`config.mk`:
```
export PLATFORM = sky130hd
export DESIGN_NAME = logic_shift
export DESIGN_NICKNAME = d
export VERILOG_FILES = /design/src/rtl/logic_shift.sv
export SDC_FILE = /design/constraint.sdc
export NUM_CORES = 1
export LEC_CHECK = 0
export BUFFER_PORTS_ARGS = -buffer_cell sky130_fd_sc_hd__buf_2
export CORE_AREA = 2 2 39 41
export CTS_CLUSTER_SIZE = 10
export DETAILED_ROUTE_END_ITERATION = 10
export DIE_AREA = 0 0 41 43
export PLACE_DENSITY = 0.64
export SYNTH_ARGS = -nofsm -noshare
export SYNTH_HDL_FRONTEND = slang
export SYNTH_SLANG_ARGS = --single-unit
```
`constraint.sdc`:
```
create_clock -name clk -period 1.5 [get_ports clk]
set_input_delay 0.075 -clock clk [delete_from_list [all_inputs] [get_ports clk]]
set_output_delay 0.075 -clock clk [all_outputs]
set_load 0.05 [all_outputs]
```
`src/rtl/logic_shift.sv`:
```
// logic_shift: registered four-mode logical shift/rotate unit.
//
// The operation is picked by a 2-bit select. SHAMT is a fixed distance that
// is set at elaboration time. The output is registered, so the result
// appears one clock after the capturing edge. so_valid is high for the
// cycle that follows an enabled capture.
//
// Ports
//   clk       in   1      rising-edge clock
//   rst       in   1      asynchronous, active-high reset
//   en        in   1      capture enable
//   di        in   WIDTH  data in
//   sel       in   2      00 SLL, 01 SRL, 10 ROL, 11 ROR
//   so        out  WIDTH  registered result
//   so_valid  out  1      high for the cycle after an enabled capture
module logic_shift #(
    parameter int unsigned WIDTH = 8,
    parameter int unsigned SHAMT = 1
) (
    input  logic             clk,
    input  logic             rst,
    input  logic             en,
    input  logic [WIDTH-1:0] di,
    input  logic [1:0]       sel,
    output logic [WIDTH-1:0] so,
    output logic             so_valid
);

    if (WIDTH < 2) begin : g_bad_width
        $error("logic_shift: WIDTH must be at least 2");
    end
    if (SHAMT > WIDTH - 1) begin : g_bad_shamt
        $error("logic_shift: SHAMT must be in 0..WIDTH-1");
    end

    typedef enum logic [1:0] {
        OP_SLL = 2'b00,
        OP_SRL = 2'b01,
        OP_ROL = 2'b10,
        OP_ROR = 2'b11
    } op_e;

    // The complementary distance for a rotate is WIDTH-SHAMT. When SHAMT is
    // 0 it equals WIDTH. A logical shift by the full width gives zero, so
    // the rotates reduce to a plain pass-through in that case.
    localparam int unsigned RSHAMT = WIDTH - SHAMT;

    logic [WIDTH-1:0] sll_w;
    logic [WIDTH-1:0] srl_w;
    logic [WIDTH-1:0] rol_w;
    logic [WIDTH-1:0] ror_w;

    logic [WIDTH-1:0] so_d;
    logic [WIDTH-1:0] so_q;
    logic             so_valid_d;
    logic             so_valid_q;

    assign sll_w = di << SHAMT;
    assign srl_w = di >> SHAMT;
    assign rol_w = (di << SHAMT) | (di >> RSHAMT);
    assign ror_w = (di >> SHAMT) | (di << RSHAMT);

    always_comb begin
        so_d       = so_q;
        so_valid_d = 1'b0;
        if (en) begin
            so_valid_d = 1'b1;
            unique case (op_e'(sel))
                OP_SLL: so_d = sll_w;
                OP_SRL: so_d = srl_w;
                OP_ROL: so_d = rol_w;
                OP_ROR: so_d = ror_w;
            endcase
        end
    end

    always_ff @(posedge clk or posedge rst) begin
        if (rst) begin
            so_q       <= '0;
            so_valid_q <= 1'b0;
        end else begin
            so_q       <= so_d;
            so_valid_q <= so_valid_d;
        end
    end

    assign so       = so_q;
    assign so_valid = so_valid_q;

endmodule

```
# --- Yosys cells after proc, flatten, opt, wreduce, memory -nomap -nowiden ---
# Cells that the tools add are included.
totals:
  ff_bits: 9
  in_bits: 13
  elab_cells: 10
op_classes:
  eq_ne: 3
  muxes: 2
  bitwise: 2
  n_reduce_logical: 1
ops:
  columns: ["op", "count"]
  rows:
  - ["8-bit case mux with 4 select lines", 1]
  - ["7-bit by 8-bit bitwise OR with 8-bit output", 1]
  - ["8-bit by 1-bit bitwise OR with 8-bit output", 1]
  - ["2-bit equality test (second input constant)", 2]
  - ["2-bit by 1-bit equality test with 1-bit output (second input constant)", 1]
  - ["2-bit logical NOT", 1]
  - ["1-bit two-way mux", 1]

# --- Longest topological paths before layout ---
logic_depth:
  word_depth: 2
  mapped_depth: 4
  ltp_nobuf: 2

# --- Worst setup path after synthesis ---
# Ideal clock, no wire load.
synth_timing:
  kind: "register to register"
  startpoint: "reg, netlist name so[0]"
  endpoint: "reg so_q[0], in the netlist so[0]"
  setup_time_ns: 0.081
  t_arrival_ns: 0.830
  setup_slack_ns: 0.589
  path_stages_with_launch: 3
  path_buffers: 0
  synth_period_minus_slack_ns: 0.911
  cell_sequence: "dfrtp_1 nor2_1 a31oi_2"
synth_rtl:
  columns: ["item", "line", "text"]
  rows:
  - ["to (signal assigned)", "79", "so_q <= '0;"]
  - ["to (signal assigned)", "82", "so_q <= so_d;"]
  - ["to (decl)", "54", "logic [WIDTH-1:0] so_q;"]

# --- Worst setup path in the final report ---
layout_timing:
  startpoint: "reg so_q[2], in the netlist so[2]"
  endpoint: "out so[2]"
layout_rtl:
  columns: ["item", "line", "text"]
  rows:
  - ["to (decl)", "25", "output logic [WIDTH-1:0] so,"]
# No word-level cell between the ends.

==> results by group <==
Outcome
  • Outcome: completed

Logic synthesis
  • Synthesized Nets: 52
  • Top post-synthesis cells by area: dfrtp_1 52%, mux2i_1 14%, a21oi_1 6.9%
  • Synth Register Bits: 9
  • Leading area contributor after synthesis: dfrtp_1
  • Sequential share of the synthesized area: 0.520
  • Synth Cell Area: approximately 430 um2
  • Cells after Synth: 39
  • Syn_area_per_cell: roughly 11 um2
  • Yosys cell types: 13
  • Warning count from the yosys run: 0
  • Synth top area share: 0.520

Worst hold path
  • Hold Crit Start: di[6]
  • Hold Path Stages: 3
  • Hold Crit Endpoint: so[7]
  • Worst min-delay path class: in2reg

Global routing
  • Largest net degree at the start of global routing: 18
  • Initial antenna violation count: 0
  • First-pass GRT wire length: around 1.2 mm
  • Vias in the first global route: 281
  • Overall Global Routing Usage: 0.102
  • Total gr overflow: 0

Detailed routing
  • WL/cell: roughly 11 um
  • DRT iter0 DRCs: 3
  • Routed Antenna Nets: 0
  • DRC viols: 0
  • Via density: approximately 4.5
  • Via Count: 349
  • DR pass1 iterations: 2
  • Total wire length: ~840 um

Timing
  • RSZ-0062 raised after global routing: no
  • Min Hold Slack: 0.0998 ns
  • Clock Skews: 0 ns
  • Slew headroom: 0.767
  • Final number of setup-violating endpoints: 0
  • Period utilization: 0.626
  • FMAX: roughly 1.1 GHz
  • Post-layout min period: between 0.9 and 1 ns
  • Worst slew pin tran: roughly 0.35 ns
  • Setup_tns: 0 ns
  • Final hold violations: 0
  • Final-report max-slew violation count: 0

Setup path
  • Crit path cell chain: buf_2
  • Critical path's slowest cell: dfrtp_1
  • CP Capture Type: output pin
  • Worst R2R Setup Slack: around 0.84 ns
  • Critical path's top delay family: flip-flops
  • WP data required: between 1 and 1.5 ns
  • Largest stage delay, worst path: 0.35 ns
  • Reg2Reg Launch Point: so[0]
  • WP data arrival: roughly 0.86 ns
  • Startpoint Class: flip-flop
  • Buffers & Inverters on Critical Path: 1
  • Crit Path Class: reg2out
  • Reg2Reg Depth: 2
  • Crit-path max FO: 2
  • Critical R2R Capture: so[0]

Clock network
  • Clock Pin Slew Worst Setup and Hold Paths: roughly 0.070 ns
  • Post-CTS sizing: 0
  • Root buf cell: clkbuf_4
  • # clock sinks: 9
  • Worst skew pair latency: 0.25 ns
  • CTS tree: done
  • Clk buf depth: 2
  • H-tree levels: 1
  • TritonCTS buffer count: 3
  • Post-CTS setup buffers: 0

Cells and area
  • Post-route cell area: approximately 560 um2
  • FILL cells: between 100 and 150
  • Most frequent cells in the layout: 21 x buf_2, 9 x dfrtp_1, 8 x nor2_1
  • ANT cells: 0
  • Share of cells above drive strength 1: 0.419
  • Area growth syn-to-layout: 30.3%
  • Commonest non-fill, non-tap cell in the layout: buf_2
  • Final Net Count: between 70 and 80

Pwr
  • Internal: ~420 uW
  • Clock share of power: 0.290
  • Maximum vdd ir drop: 0.434 mV
  • P_sw: around 230 uW
  • Switching portion of total power: 0.355
  • Sequential share of power: 0.425
  • Combinational power share: 0.285
  • Pwr dens: around 1200 nW/um2
  • Leak: 0.290 nW

Floorplan
  • # rows: 14
  • Num ports: 22
  • Die Wd: approximately 41 um
  • Die area: approximately 1800 um2
  • Initial Util: 0.313
  • Core ar.: between 1000 and 1500 um2
  • Die height: around 43 um

Placed design
  • Global placement routability congestion: ~0.7
  • # port buffers: 21
  • Placed Area: 528 um2

Job
  • Maxcap violations: 0
## state kept, by name, indices dropped and copies added, names as in the netlist
register,count
so,8
so_valid,1
## how the worst max path moves through the flow
stage | start | cells past startpoint | to | slack [ns]
detailed placement | sel[0] | 3 | so[5] | 0.75
floorplan | so[0] | 2 | so[0] | 0.59
global placement | sel[0] | 3 | so[1] | 0.76
global route | so[1] | 1 | so[1] | 0.51
CTS | so[6] | 1 | so[6] | 0.55
finish | so[2] | 1 | so[2] | 0.56
## layout make-up
type | count | area [um2] | share of cell area
tap | 16 | 20.0 | 0.0355
timing repair buffer | 22 | 115 | 0.204
inverter | 1 | 3.75 | 0.00665
clock buffer | 4 | 26.3 | 0.0466
sequential | 9 | 225 | 0.399
multi-input combinational | 26 | 174 | 0.308
## power by group through the flow
stage	clock network [mW]	logic, mW	registers (mW)
final	0.189	0.186	0.277
after global routing	0.208	0.198	0.281
after CTS	0.196	0.188	0.278
after detailed placement	0	0.186	0.282
after global placement	0	0.184	0.282
after floorplan	0	0.0530	0.369
## stage by stage
stage           util  power (mW)  setup slack [ns]  cells
2_1_floorplan      -       0.422             0.589     39
3_3_place_gp   0.382       0.466             0.758     73
3_5_place_dp   0.382       0.467             0.754     73
4_1_cts        0.408       0.661             0.550     78
5_1_grt        0.408       0.686             0.509     78
6_report       0.408       0.652             0.561     78
## per-layer routing
layer  track usage  vias to the layer above  wire length [um]
met3        0.0471                        0                41
li1              -                      182                 -
met1         0.118                      157               380
met5             0                        -                 0
met2         0.147                       10               420
met4        0.0600                        0                 0
## cell usage after synthesis
cell type	instances
dfrtp_1	9
nor2_1	8
a21oi_1	6
mux2i_1	6
buf_6	2
a31oi_1	1
a31oi_2	1
buf_4	1
inv_1	1
nand2_1	1
nand2b_1	1
nand3_1	1
nand3b_4	1
## kinds of logic (layout without fill, tap and decap cells)
logic type / Yosys count / in the layout / share of synthesized area
AO/OA/AOI/OAI: 8 / 8 / 0.113
flip-flops: 9 / 9 / 0.520
AND/OR/NAND/NOR: 12 / 12 / 0.150
buffers and inverters: 4 / 27 / 0.0780
multiplexers: 6 / 6 / 0.139
## timing repair
item,4_1_cts,5_1_grt
hold buffers,1,0
endpoints found under the setup margin,0,0
hold endpoints to repair,9,0
Note: power is estimated with default switching activity, not from simulation.
